<file path="config.mk">
export PLATFORM = sky130hd
export DESIGN_NAME = audio_out_scheduler
export DESIGN_NICKNAME = d
export VERILOG_FILES = /design/src/rtl/audio_pkg.sv /design/src/rtl/sample_fifo.sv /design/src/rtl/audio_out_scheduler.sv
export SDC_FILE = /design/constraint.sdc
export NUM_CORES = 1
export LEC_CHECK = 0
export BUFFER_PORTS_ARGS = -buffer_cell sky130_fd_sc_hd__buf_2
export CAP_MARGIN = 20
export CORE_UTILIZATION = 58
export CTS_CLUSTER_DIAMETER = 40
export DETAILED_ROUTE_END_ITERATION = 12
export HOLD_SLACK_MARGIN = 0.02
export PLACE_DENSITY = 0.79
export SETUP_SLACK_MARGIN = 0.3
export SLEW_MARGIN = 20
export SYNTH_ARGS = -nofsm -noshare
export SYNTH_HDL_FRONTEND = slang
export SYNTH_SLANG_ARGS = --single-unit
</file>
<file path="constraint.sdc">
create_clock -name clk_25mhz -period 6.1 [get_ports clk_25mhz]
set_input_delay 1.22 -clock clk_25mhz [delete_from_list [all_inputs] [get_ports clk_25mhz]]
set_output_delay 1.22 -clock clk_25mhz [all_outputs]
set_load 0.02 [all_outputs]
</file>
<file path="src/rtl/audio_pkg.sv">
// ============================================================================
// Module : audio_pkg -- shared types for the audio output scheduler
// Rev    : 1.0
// ============================================================================
`default_nettype none

package audio_pkg;
  localparam int SAMPLE_W = 16;
  localparam int CNT_W    = 8;

  typedef logic [SAMPLE_W-1:0] sample_t;

  typedef enum logic [0:0] {
    PRIME = 1'b0,
    RUN   = 1'b1
  } sched_state_t;
endpackage

`default_nettype wire

</file>
<file path="src/rtl/sample_fifo.sv">
// ============================================================================
// Module : sample_fifo -- synchronous sample FIFO, async active-low reset
// Rev    : 1.0
// ============================================================================
`default_nettype none

module sample_fifo
  import audio_pkg::*;
#(
  parameter int  DEPTH = 4,
  parameter type T     = sample_t
) (
  input  logic                   clk,
  input  logic                   rst_n,
  input  logic                   i_push,
  input  T                       i_data,
  input  logic                   i_pop,
  output T                       o_data,
  output logic                   o_full,
  output logic                   o_empty,
  output logic [$clog2(DEPTH):0] o_level
);
  localparam int AW = $clog2(DEPTH);
  localparam int LW = AW + 1;

  T              r_mem [DEPTH];
  logic [AW-1:0] r_wr;
  logic [AW-1:0] r_rd;
  logic [LW-1:0] r_count;
  logic          w_wr;
  logic          w_rd;

  assign o_full  = (r_count == LW'(DEPTH));
  assign o_empty = (r_count == '0);
  // A push into a full FIFO is only taken when a pop frees the slot this cycle.
  assign w_rd    = i_pop & ~o_empty;
  assign w_wr    = i_push & (~o_full | w_rd);

  always_ff @(posedge clk or negedge rst_n) begin
    if (!rst_n) begin
      r_wr    <= '0;
      r_rd    <= '0;
      r_count <= '0;
    end else begin
      if (w_wr) r_wr <= r_wr + 1'b1;
      if (w_rd) r_rd <= r_rd + 1'b1;
      case ({w_wr, w_rd})
        2'b10:   r_count <= r_count + 1'b1;
        2'b01:   r_count <= r_count - 1'b1;
        default: r_count <= r_count;
      endcase
    end
  end

  always_ff @(posedge clk) begin
    if (w_wr) r_mem[r_wr] <= i_data;
  end

  assign o_data  = r_mem[r_rd];
  assign o_level = r_count;
endmodule

`default_nettype wire

</file>
<file path="src/rtl/audio_out_scheduler.sv">
// ============================================================================
// Module : audio_out_scheduler -- one DAC sample per period from a 4-deep FIFO
// Option : AUDIO_SCHED_UNDERRUN_HOLD_EN repeats the last sample on underrun
// Rev    : 1.0
// ============================================================================
`default_nettype none

module audio_out_scheduler
  import audio_pkg::*;
#(
  parameter int clock_max   = 25_000_000,
  parameter int sample_rate = 48_000,
  parameter int FIFO_DEPTH  = 4
) (
  input  logic             clk_25mhz,
  input  logic             reset,
  input  logic             raw_valid,
  input  sample_t          raw_audio,
  input  logic             fx_valid,
  input  sample_t          fx_audio,
  input  logic             bypass_req,
  input  logic             dac_busy,
  output logic             dac_start,
  output sample_t          dac_data,
  output logic             path_sel,
  output logic [2:0]       fifo_level,
  output logic [CNT_W-1:0] underrun_cnt,
  output logic [CNT_W-1:0] drop_cnt
);
  localparam int SAMPLE_DIV = clock_max / sample_rate;
  localparam int DIV_W      = $clog2(SAMPLE_DIV);
  localparam int LVL_W      = $clog2(FIFO_DEPTH) + 1;
  localparam logic [DIV_W-1:0] c_DIV_LAST  = DIV_W'(SAMPLE_DIV - 1);
  localparam logic [LVL_W-1:0] c_PRIME_LVL = LVL_W'(2);

  sched_state_t     r_state, w_state_nxt;
  logic [DIV_W-1:0] r_div;
  logic             r_path;
  logic             r_start;
  sample_t          r_data;
  logic [CNT_W-1:0] r_und;
  logic [CNT_W-1:0] r_drop;

  logic             w_tick;
  logic             w_push;
  sample_t          w_push_data;
  logic             w_pop;
  logic             w_issue;
  logic             w_count_under;
  logic             w_drop;
  sample_t          w_head;
  sample_t          w_fill;
  logic             w_full;
  logic             w_empty;
  logic [LVL_W-1:0] w_level;

  assign w_tick      = (r_div == c_DIV_LAST);
  assign w_push      = r_path ? raw_valid : fx_valid;
  assign w_push_data = r_path ? raw_audio : fx_audio;
  assign w_drop      = w_push & w_full & ~w_pop;

`ifdef AUDIO_SCHED_UNDERRUN_HOLD_EN
  assign w_fill = r_data;
`else
  assign w_fill = '0;
`endif

  sample_fifo #(
    .DEPTH (FIFO_DEPTH),
    .T     (sample_t)
  ) u_fifo (
    .clk     (clk_25mhz),
    .rst_n   (reset),
    .i_push  (w_push),
    .i_data  (w_push_data),
    .i_pop   (w_pop),
    .o_data  (w_head),
    .o_full  (w_full),
    .o_empty (w_empty),
    .o_level (w_level)
  );

  always_comb begin
    w_state_nxt   = r_state;
    w_pop         = 1'b0;
    w_issue       = 1'b0;
    w_count_under = 1'b0;
    case (r_state)
      PRIME: begin
        if (w_level >= c_PRIME_LVL) w_state_nxt = RUN;
      end
      RUN: begin
        if (w_tick) begin
          // A busy DAC costs this period's slot entirely: nothing is consumed.
          if (dac_busy) begin
            w_count_under = 1'b1;
          end else if (!w_empty) begin
            w_pop   = 1'b1;
            w_issue = 1'b1;
          end else begin
            w_issue       = 1'b1;
            w_count_under = 1'b1;
          end
        end
      end
      default: w_state_nxt = PRIME;
    endcase
  end

  always_ff @(posedge clk_25mhz or negedge reset) begin
    if (!reset) begin
      r_state <= PRIME;
      r_div   <= '0;
      r_path  <= 1'b1;
      r_start <= 1'b0;
      r_data  <= '0;
      r_und   <= '0;
      r_drop  <= '0;
    end else begin
      r_state <= w_state_nxt;
      r_div   <= w_tick ? '0 : r_div + 1'b1;
      if (w_tick) r_path <= bypass_req;
      r_start <= w_issue;
      if (w_issue) r_data <= w_pop ? w_head : w_fill;
      if (w_count_under && (r_und != '1)) r_und <= r_und + 1'b1;
      if (w_drop && (r_drop != '1)) r_drop <= r_drop + 1'b1;
    end
  end

  assign dac_start    = r_start;
  assign dac_data     = r_data;
  assign path_sel     = r_path;
  assign fifo_level   = 3'(w_level);
  assign underrun_cnt = r_und;
  assign drop_cnt     = r_drop;
endmodule

`default_nettype wire

</file>
==> results of run 1 <==
## worst reg2reg max path: stages, from the launching register on
cell	delay (ns)
dfstp_2	0.89
mux2i_1	0.41
a31oi_1	0.58
and2_1	0.76
## synthesized netlist by cell type (7+ instances only)
master,number,share of area
nand4_1,7,0.0091
and3_1,8,0.010
xor2_1,11,0.020
a22o_1,17,0.031
dfrtp_1,51,0.26
and2_1,7,0.0091
xnor2_1,17,0.031
ha_1,7,0.018
mux2_2,18,0.042
nand2_1,13,0.010
nor2_1,8,0.0062
mux4_2,16,0.075
edfxtp_1,64,0.40
## state kept, by name, summed over array words and instances, names as in the netlist
| name | count |
|---|---|
| path_sel | 1 |
| u_fifo.r_wr | 2 |
| dac_start | 1 |
| drop_cnt | 8 |
| u_fifo.o_level | 3 |
| u_fifo.r_mem | 64 |
| dac_data | 16 |
| underrun_cnt | 8 |
| r_state | 1 |
| r_div | 10 |
| u_fifo.r_rd | 2 |
## power breakdown
group | switching (mW) | total (mW) | internal, mW
combinational | 0.171 | 0.273 | 0.102
clock | 0.355 | 0.937 | 0.582
sequential | 0.0648 | 1.02 | 0.953
total | 0.590 | 2.23 | 1.64
## per-stage QoR
stage / total power, mW / worst slack, ns / hold slack (ns)
final: 2.227 / 3.089 / 0.4820
after floorplan: 1.197 / 3.296 / 0.4465
after global routing: 2.318 / 2.882 / 0.5088
after detailed placement: 1.300 / 2.663 / 0.4749
after global placement: 1.283 / 2.766 / 0.4716
after CTS: 2.247 / 3.064 / 0.4881
## metal layers
metal	up-vias	share of wire	global-route usage
met5	-	0	0
met4	0	0.014	0.09103
met3	16	0.056	0.08374
met2	87	0.48	0.3499
met1	1375	0.45	0.2978
li1	1277	-	-
## final timing paths
check,start,endpoint,slack [ns],cells past startpoint
min,r_state,r_state,0.48,1
max in group asynchronous,reset,u_fifo.r_rd[0],4.92,1
min in group asynchronous,reset,r_div[8],0.71,1
max,path_sel,u_fifo.r_mem[2][9],3.09,3
min reg2reg,r_state,r_state,0.48,1
max reg2reg,path_sel,u_fifo.r_mem[2][9],3.09,3
## area by class of cell
class	count	area, µm²
Sequential cell	116	3226
Fill cell	501	2048
Multi-Input combinational cell	160	1516
Clock buffer	17	414.1
Timing Repair Buffer	75	380.4
Clock inverter	15	156.4
Tap cell	102	127.6
Inverter	5	18.77
## cell families after synthesis
kind of cell	count (synthesis)	share of synthesized area
buf+inv	18	0.01712
flops	116	0.6685
xor+xnor	28	0.05084
fa+ha+maj	8	0.02231
mux	37	0.1230
simple gates	62	0.07653
compound gates	25	0.04177
==> results.yml, run 1 <==
cells_and_area:
  nNetsFinal: 421
  final_area_um2: 5839
  instances_no_fill: 490
  mostFrequentLayoutCells: "73 x buf_2, 64 x edfxtp_1, 50 x dfrtp_1, 18 x mux2_2"
  final_common_cell: "buf_2"
  diodes: 0
  synthToLayoutAreaGrowth_pct: 21.06
  drive_gt1_frac: 0.3789
  post-route-util: 0.7403
sta:
  finalSetupViolations: 0
  hold_violations: 0
  final.setup_skew_ns: 0.008360
  fmax_mhz: 332.2
  drv_slew: 0
  fin_crit_ns: 3.011
  tightest_slew_ns: 0.9504
  period_share: 0.4935
  relSlewSlack: 0.3657
  rsz0062_at_grt: "false"
  fin_tns_setup_ns: 0
min_path:
  worstHoldPathType: "reg -> reg"
critical_path:
  crit_buf_inv: 0
  crit_chain: "mux2i_1 > a31oi_1 > and2_1"
  cp-end-kind: "flip-flop"
  critPathKind: "reg -> reg"
  startpoint_type: "flip-flop"
  slowest_delay_ns: 0.89
  critPathTopFamily: "flip-flops"
  cp.required_ns: 6.24
  worstPathArrival_ns: 3.15
  cp_max_fo: 19
  critPathSlowestCell: "dfstp_2"
routing:
  routed_wl_um: 8854
  viasPerCell: 5.622
  routedWlPerCell_um: 18.07
  vias: 2755
  drt_first_pass_iters: 4
  dr.first_iter.drc_count: 144
  antenna_left: 0
  route.detailed.drc: 0
synth:
  synth_edf_count: 64
  ys_types: 39
  yosysWarnings: 0
  synth-main-ff-cell: "edfxtp_1"
  synth_fp_nets: 340
  ys_ff_latch: 116
  netlist_area_um2: 4823
  yosysSeqAreaShare: 0.6685
  syn_avg_cell_area_um2: 16.41
  syn_inst: 294
  async_flop_share: 0.4483
grt:
  grt_pass1_vias: 2736
  grt_pass1_wl_um: 13940
  grt_overflow: 0
  antenna_found_initial: 0
  grt.total_usage: 0.2281
  grt_max_degree: 53
floorplanning:
  die_w_um: 93.20
  floorplan.initialDensity: 0.6115
  placementRows: 32
  coreArea_um2: 7888
  die-area_um2: 8685
  die_h_um: 93.20
  ios: 75
power:
  cellLeakagePower_nw: 2.476
  power_density_nw_per_um2: 381.4
  peakVddDrop_mv: 0.2608
clock_network:
  clk-insertion-delay-late_ns: 0.52
  post_cts_buffers: 0
  h-tree-depth: 4
  cts_root_buf: "clkbuf_8"
  cts_made_buffers: 17
  cts.path.max_buffers: 2
  clock_sinks: 116
  cts_hold_buf: 0
  ctsResizeCount: 0
  clk_pin_slew_worst_paths_ns: 0.06
  cts_tree: "yes"
placement:
  portBuffers: 74
  dp.cells: 458
  place_area_um2: 5265
  dp_hpwl_um: 5736
  gp_congestion: 0.7639
outcome:
  outcome: "complete, no violations"
flow_run:
  cap_viol_max_count: 0
(Power assumes the default switching activity.)
==> run 2, diff against run 1 <==
--- a/config.mk
+++ b/config.mk
@@ -7,11 +7,11 @@
 export LEC_CHECK = 0
 export BUFFER_PORTS_ARGS = -buffer_cell sky130_fd_sc_hd__buf_2
 export CAP_MARGIN = 20
-export CORE_UTILIZATION = 58
+export CORE_UTILIZATION = 56
 export CTS_CLUSTER_DIAMETER = 40
 export DETAILED_ROUTE_END_ITERATION = 12
 export HOLD_SLACK_MARGIN = 0.02
-export PLACE_DENSITY = 0.79
+export PLACE_DENSITY = 0.77
 export SETUP_SLACK_MARGIN = 0.3
 export SLEW_MARGIN = 20
 export SYNTH_ARGS = -nofsm -noshare
==> constraint.sdc (replaced) <==
create_clock -name clk_25mhz -period 3.03 [get_ports clk_25mhz]
set_input_delay 0.606 -clock clk_25mhz [delete_from_list [all_inputs] [get_ports clk_25mhz]]
set_output_delay 0.606 -clock clk_25mhz [all_outputs]
set_load 0.02 [all_outputs]
==> results.yml, run 2 (synthesized netlist as in run 1, its figures left out) <==
outcome:
  outcome: "complete, no violations"
floorplanning:
  placementRows: 33
  ios: 75
  die-area_um2: 8988
  die_h_um: 94.81
  coreArea_um2: 8258
  floorplan.initialDensity: 0.5841
  die_w_um: 94.81
clock_network:
  clock_sinks: 116
  h-tree-depth: 4
  cts_hold_buf: 0
  cts.path.max_buffers: 2
  clk_pin_slew_worst_paths_ns: 0.06
  post_cts_buffers: 0
  cts_tree: "yes"
  cts_made_buffers: 17
  cts_root_buf: "clkbuf_8"
  clk-insertion-delay-late_ns: 0.50
placement:
  gp_congestion: 0.7427
  portBuffers: 74
  dp.cells: 466
  dp_hpwl_um: 5670
cells_and_area:
  largest-register: "u_fifo.r_mem"
  diodes: 0
  post-route-util: 0.7141
  largest_register_ffs: 64
  final_common_cell: "buf_2"
  synthToLayoutAreaGrowth_pct: 22.26
  nNetsFinal: 426
  instances_no_fill: 498
  mostFrequentLayoutCells: "74 x buf_2, 64 x edfxtp_1, 51 x dfrtp_1, 18 x mux2_2"
  drive_gt1_frac: 0.3944
critical_path:
  critPathKind: "reg -> reg"
  cp_max_fo: 16
  r2r_start: "r_div[0]"
  startpoint_type: "flip-flop"
  r2r_slack_ns: 0.51
  startpoint: "r_div[0]"
  cp.required_ns: 3.17
  cp-end-kind: "flip-flop"
  worstPathArrival_ns: 2.66
sta:
  final.setup_skew_ns: 0.005669
  finalSetupViolations: 0
  rsz0062_at_grt: "false"
  tightest_slew_ns: 0.9748
  fin_tns_setup_ns: 0
  hold_violations: 0
  fin_crit_ns: 2.518
  drv_slew: 0
  relSlewSlack: 0.3501
  period_share: 0.8311
  fmax_mhz: 397.1
  holdWs_ns: 0.2610
flow_run:
  cap_viol_max_count: 0
routing:
  dr.first_iter.drc_count: 110
  viasPerCell: 5.651
  antenna_left: 0
  route.detailed.drc: 0
  vias: 2814
  drt_first_pass_iters: 4
  routed_wl_um: 9223
  routedWlPerCell_um: 18.52
grt:
  grt.total_usage: 0.2228
  grt_overflow: 0
  grt_pass1_wl_um: 14410
  grt_max_degree: 44
  grt_pass1_vias: 2896
  antenna_found_initial: 0
power:
  peakVddDrop_mv: 0.4277
  power_density_nw_per_um2: 765.7
  cellLeakagePower_nw: 2.515
  total_power_mw: 4.516
min_path:
  worstHoldPathType: "in -> async"
run 2: cell types whose count changed in the layout (fill, tap and decap cells not counted), sizes merged:
| cell | before | now |
|---|---|---|
| buf | 75 | 80 |
| clkinv | 5 | 9 |
| inv | 8 | 5 |
| clkinvlp | 5 | 3 |
| clkbuf | 17 | 18 |
run 2: final timing paths:
| path | end | cells past startpoint |
|---|---|---|
| min in group clk_25mhz | path_sel | 3 |
| worst min-delay path | underrun_cnt[2] | 1 |
| worst max-delay path | u_fifo.r_mem[2][6] | 5 |
| worst min register to register | drop_cnt[7] | 1 |
| worst max register to register | u_fifo.r_mem[2][6] | 5 |
| max in group asynchronous | dac_data[6] | 2 |
run 2: metal layers:
metal,up-vias,share of wire,global-route usage
met5,-,0,0
met4,0,0.019,0.1098
met3,17,0.035,0.04750
met2,88,0.52,0.3711
met1,1417,0.43,0.2767
li1,1292,-,-
run 2: worst max-delay path, cell delays in order, from the launching register on:
cell and delay, ns:
dfrtp_1 0.40, ha_1 0.24, and3b_1 0.26, nand4_1 0.15, a31oi_1 0.53, and2_2 0.57
run 2: power by group:
group / total, mW / switching [mW] / internal, mW
Clock: 1.92 / 0.719 / 1.20
Sequential: 2.04 / 0.126 / 1.92
Combinational: 0.557 / 0.348 / 0.209
Total: 4.52 / 1.19 / 3.32
run 2: area by class of cell:
class / instances / area, µm²
sequential: 116 / 3224
fill: 534 / 2361
multi-input combinational: 160 / 1521
clock buffer: 18 / 427.9
timing repair buffer: 80 / 415.4
clock inverter: 14 / 157.7
tap: 105 / 131.4
inverter: 5 / 18.77
run 2: stage by stage:
stage | worst slack, ns | cell area [µm²]
6_report | 0.5119 | 5897
4_1_cts | 0.5117 | 5897
3_5_place_dp | 0.3328 | 5306
3_3_place_gp | 0.4289 | 5306
5_1_grt | 0.3724 | 5897
2_1_floorplan | 0.6334 | 4823
run 2: timing repair:
action | 4_1_cts | 5_1_grt
endpoints found under the hold margin | 0 | 0
endpoints found under the setup margin | 64 | 0
resized for setup | 4 | 0
==> run 3, diff against run 2 <==
--- a/config.mk
+++ b/config.mk
@@ -7,11 +7,11 @@
 export LEC_CHECK = 0
 export BUFFER_PORTS_ARGS = -buffer_cell sky130_fd_sc_hd__buf_2
 export CAP_MARGIN = 20
-export CORE_UTILIZATION = 56
+export CORE_UTILIZATION = 51
 export CTS_CLUSTER_DIAMETER = 40
 export DETAILED_ROUTE_END_ITERATION = 12
 export HOLD_SLACK_MARGIN = 0.02
-export PLACE_DENSITY = 0.77
+export PLACE_DENSITY = 0.74
 export SETUP_SLACK_MARGIN = 0.3
 export SLEW_MARGIN = 20
 export SYNTH_ARGS = -nofsm -noshare
==> constraint.sdc (replaced) <==
create_clock -name clk_25mhz -period 2.3 [get_ports clk_25mhz]
set_input_delay 0.46 -clock clk_25mhz [delete_from_list [all_inputs] [get_ports clk_25mhz]]
set_output_delay 0.46 -clock clk_25mhz [all_outputs]
set_load 0.02 [all_outputs]
==> results.yml, run 3 (synthesized netlist as in run 1, its figures left out) <==
outcome:
  outcome: "complete, no violations"
floorplanning:
  floorplan.initialDensity: 0.5245
  ios: 75
  die_w_um: 99.25
  die-area_um2: 9851
  placementRows: 35
  die_h_um: 99.25
  coreArea_um2: 9196
power:
  peakVddDrop_mv: 0.5703
  power.switching_mw: 1.701
  internal-power_mw: 4.214
  p_comb_frac: 0.146
  pwr-share-seq: 0.454
  p_sw_frac: 0.2876
  total_power_mw: 5.915
  p_clk_frac: 0.400
  power_density_nw_per_um2: 975.2
  cellLeakagePower_nw: 2.603
cells_and_area:
  mostFrequentLayoutCells: "74 x buf_2, 64 x edfxtp_1, 50 x dfrtp_1, 18 x mux2_2"
  nNetsFinal: 446
  largest_register_ffs: 64
  synthToLayoutAreaGrowth_pct: 25.76
  post-route-util: 0.6596
  drive_gt1_frac: 0.4358
  instances_no_fill: 524
  fillCellCount: 652
  final_common_cell: "buf_2"
  largest-register: "u_fifo.r_mem"
  diodes: 0
clock_network:
  cts_root_buf: "clkbuf_8"
  h-tree-depth: 4
  cts_tree: "yes"
  cts.path.max_buffers: 2
  clock_sinks: 116
  clk-insertion-delay-late_ns: 0.53
  cts_made_buffers: 17
  clk_pin_slew_worst_paths_ns: 0.06
critical_path:
  cp.required_ns: 2.74
  startpoint_type: "flip-flop"
  cp_max_fo: 3
  worstPathArrival_ns: 2.52
  cp-end-kind: "flip-flop"
  critPathKind: "reg -> reg"
sta:
  fmax_mhz: 479.7
  period_share: 0.9064
  finalSetupViolations: 0
  hold_violations: 0
  holdWs_ns: 0.1931
  final.setup_skew_ns: 0.01639
  drv_slew: 0
  fin_tns_setup_ns: 0
  rsz0062_at_grt: "true"
  fin_crit_ns: 2.085
  relSlewSlack: 0.6387
  tightest_slew_ns: 0.5420
placement:
  gp_congestion: 0.7690
  portBuffers: 74
  dp_hpwl_um: 5737
  dp.cells: 475
routing:
  drt_first_pass_iters: 4
  route.detailed.drc: 0
  dr.first_iter.drc_count: 127
  routed_wl_um: 9983
  viasPerCell: 5.609
  antenna_left: 0
  vias: 2939
  routedWlPerCell_um: 19.05
flow_run:
  cap_viol_max_count: 0
grt:
  grt.total_usage: 0.2224
  antenna_found_initial: 0
  grt_pass1_wl_um: 15730
  grt_pass1_vias: 3079
  grt_max_degree: 53
  grt_overflow: 0
min_path:
  worstHoldPathType: "in -> reg"
## run 3: what timing repair did
item / in CTS / in global routing
gates resized for setup: 6 / 4
setup buffers: 8 / 4
setup endpoints to repair: 66 / 78
pin swaps: 9 / 3
hold endpoints to repair: 51 / 0
hold buffers: 1 / 0
gates cloned: 4 / 0
## run 3: per-layer routing
layer | up-vias | share of wire | GRT usage
li1 | 1329 | - | -
met4 | 0 | 0.033 | 0.1210
met2 | 105 | 0.50 | 0.3723
met5 | - | 0 | 0
met1 | 1478 | 0.41 | 0.2610
met3 | 27 | 0.050 | 0.06325
## run 3: power groups by stage
stage                     clock (mW)  combinational (mW)  sequential [mW]
after floorplan                    0               0.455             2.74
after global placement             0               0.738             2.71
after detailed placement           0               0.760             2.72
after CTS                       2.38               0.867             2.69
after global routing            2.49               0.944             2.71
final                           2.36               0.863             2.69
## run 3: worst max-delay path: stages, from the launching register on
cell and delay (ns):
dfrtp_2 0.43, nor4b_4 0.30, nand3_2 0.15, nor3b_4 0.23, nand2_2 0.07, fa_2 0.33, nand2b_1 0.15, mux2i_1 0.16
xor2_1 0.16
## run 3: layout make-up
| cell class | count | area [µm²] | area share |
|---|---|---|---|
| inverter | 5 | 18.77 | 0.003094 |
| clock buffer | 17 | 414.1 | 0.06828 |
| tap | 111 | 138.9 | 0.02290 |
| sequential | 116 | 3226 | 0.5318 |
| timing repair buffer | 96 | 574.3 | 0.09468 |
| multi-input combinational | 164 | 1572 | 0.2591 |
| clock inverter | 15 | 122.6 | 0.02021 |
## run 3: metrics by stage
step | instance area, µm² | worst slack [ns]
6_report | 6066 | 0.2152
5_1_grt | 6066 | 0.07583
4_1_cts | 6026 | 0.2025
3_5_place_dp | 5378 | 0.1420
3_3_place_gp | 5378 | 0.2077
2_1_floorplan | 4846 | 0.05448
## run 3: path summary, 6_finish.rpt
| check | start | endpoint | slack [ns] | cells after the start |
|---|---|---|---|---|
| max in group asynchronous | reset | path_sel | 1.55 | 3 |
| hold / removal | bypass_req | path_sel | 0.19 | 3 |
| setup / recovery | r_div[4] | u_fifo.o_level[2] | 0.22 | 8 |
| hold reg to reg | drop_cnt[5] | drop_cnt[5] | 0.49 | 1 |
| min in group asynchronous | reset | underrun_cnt[1] | 0.46 | 3 |
| setup reg to reg | r_div[4] | u_fifo.o_level[2] | 0.22 | 8 |
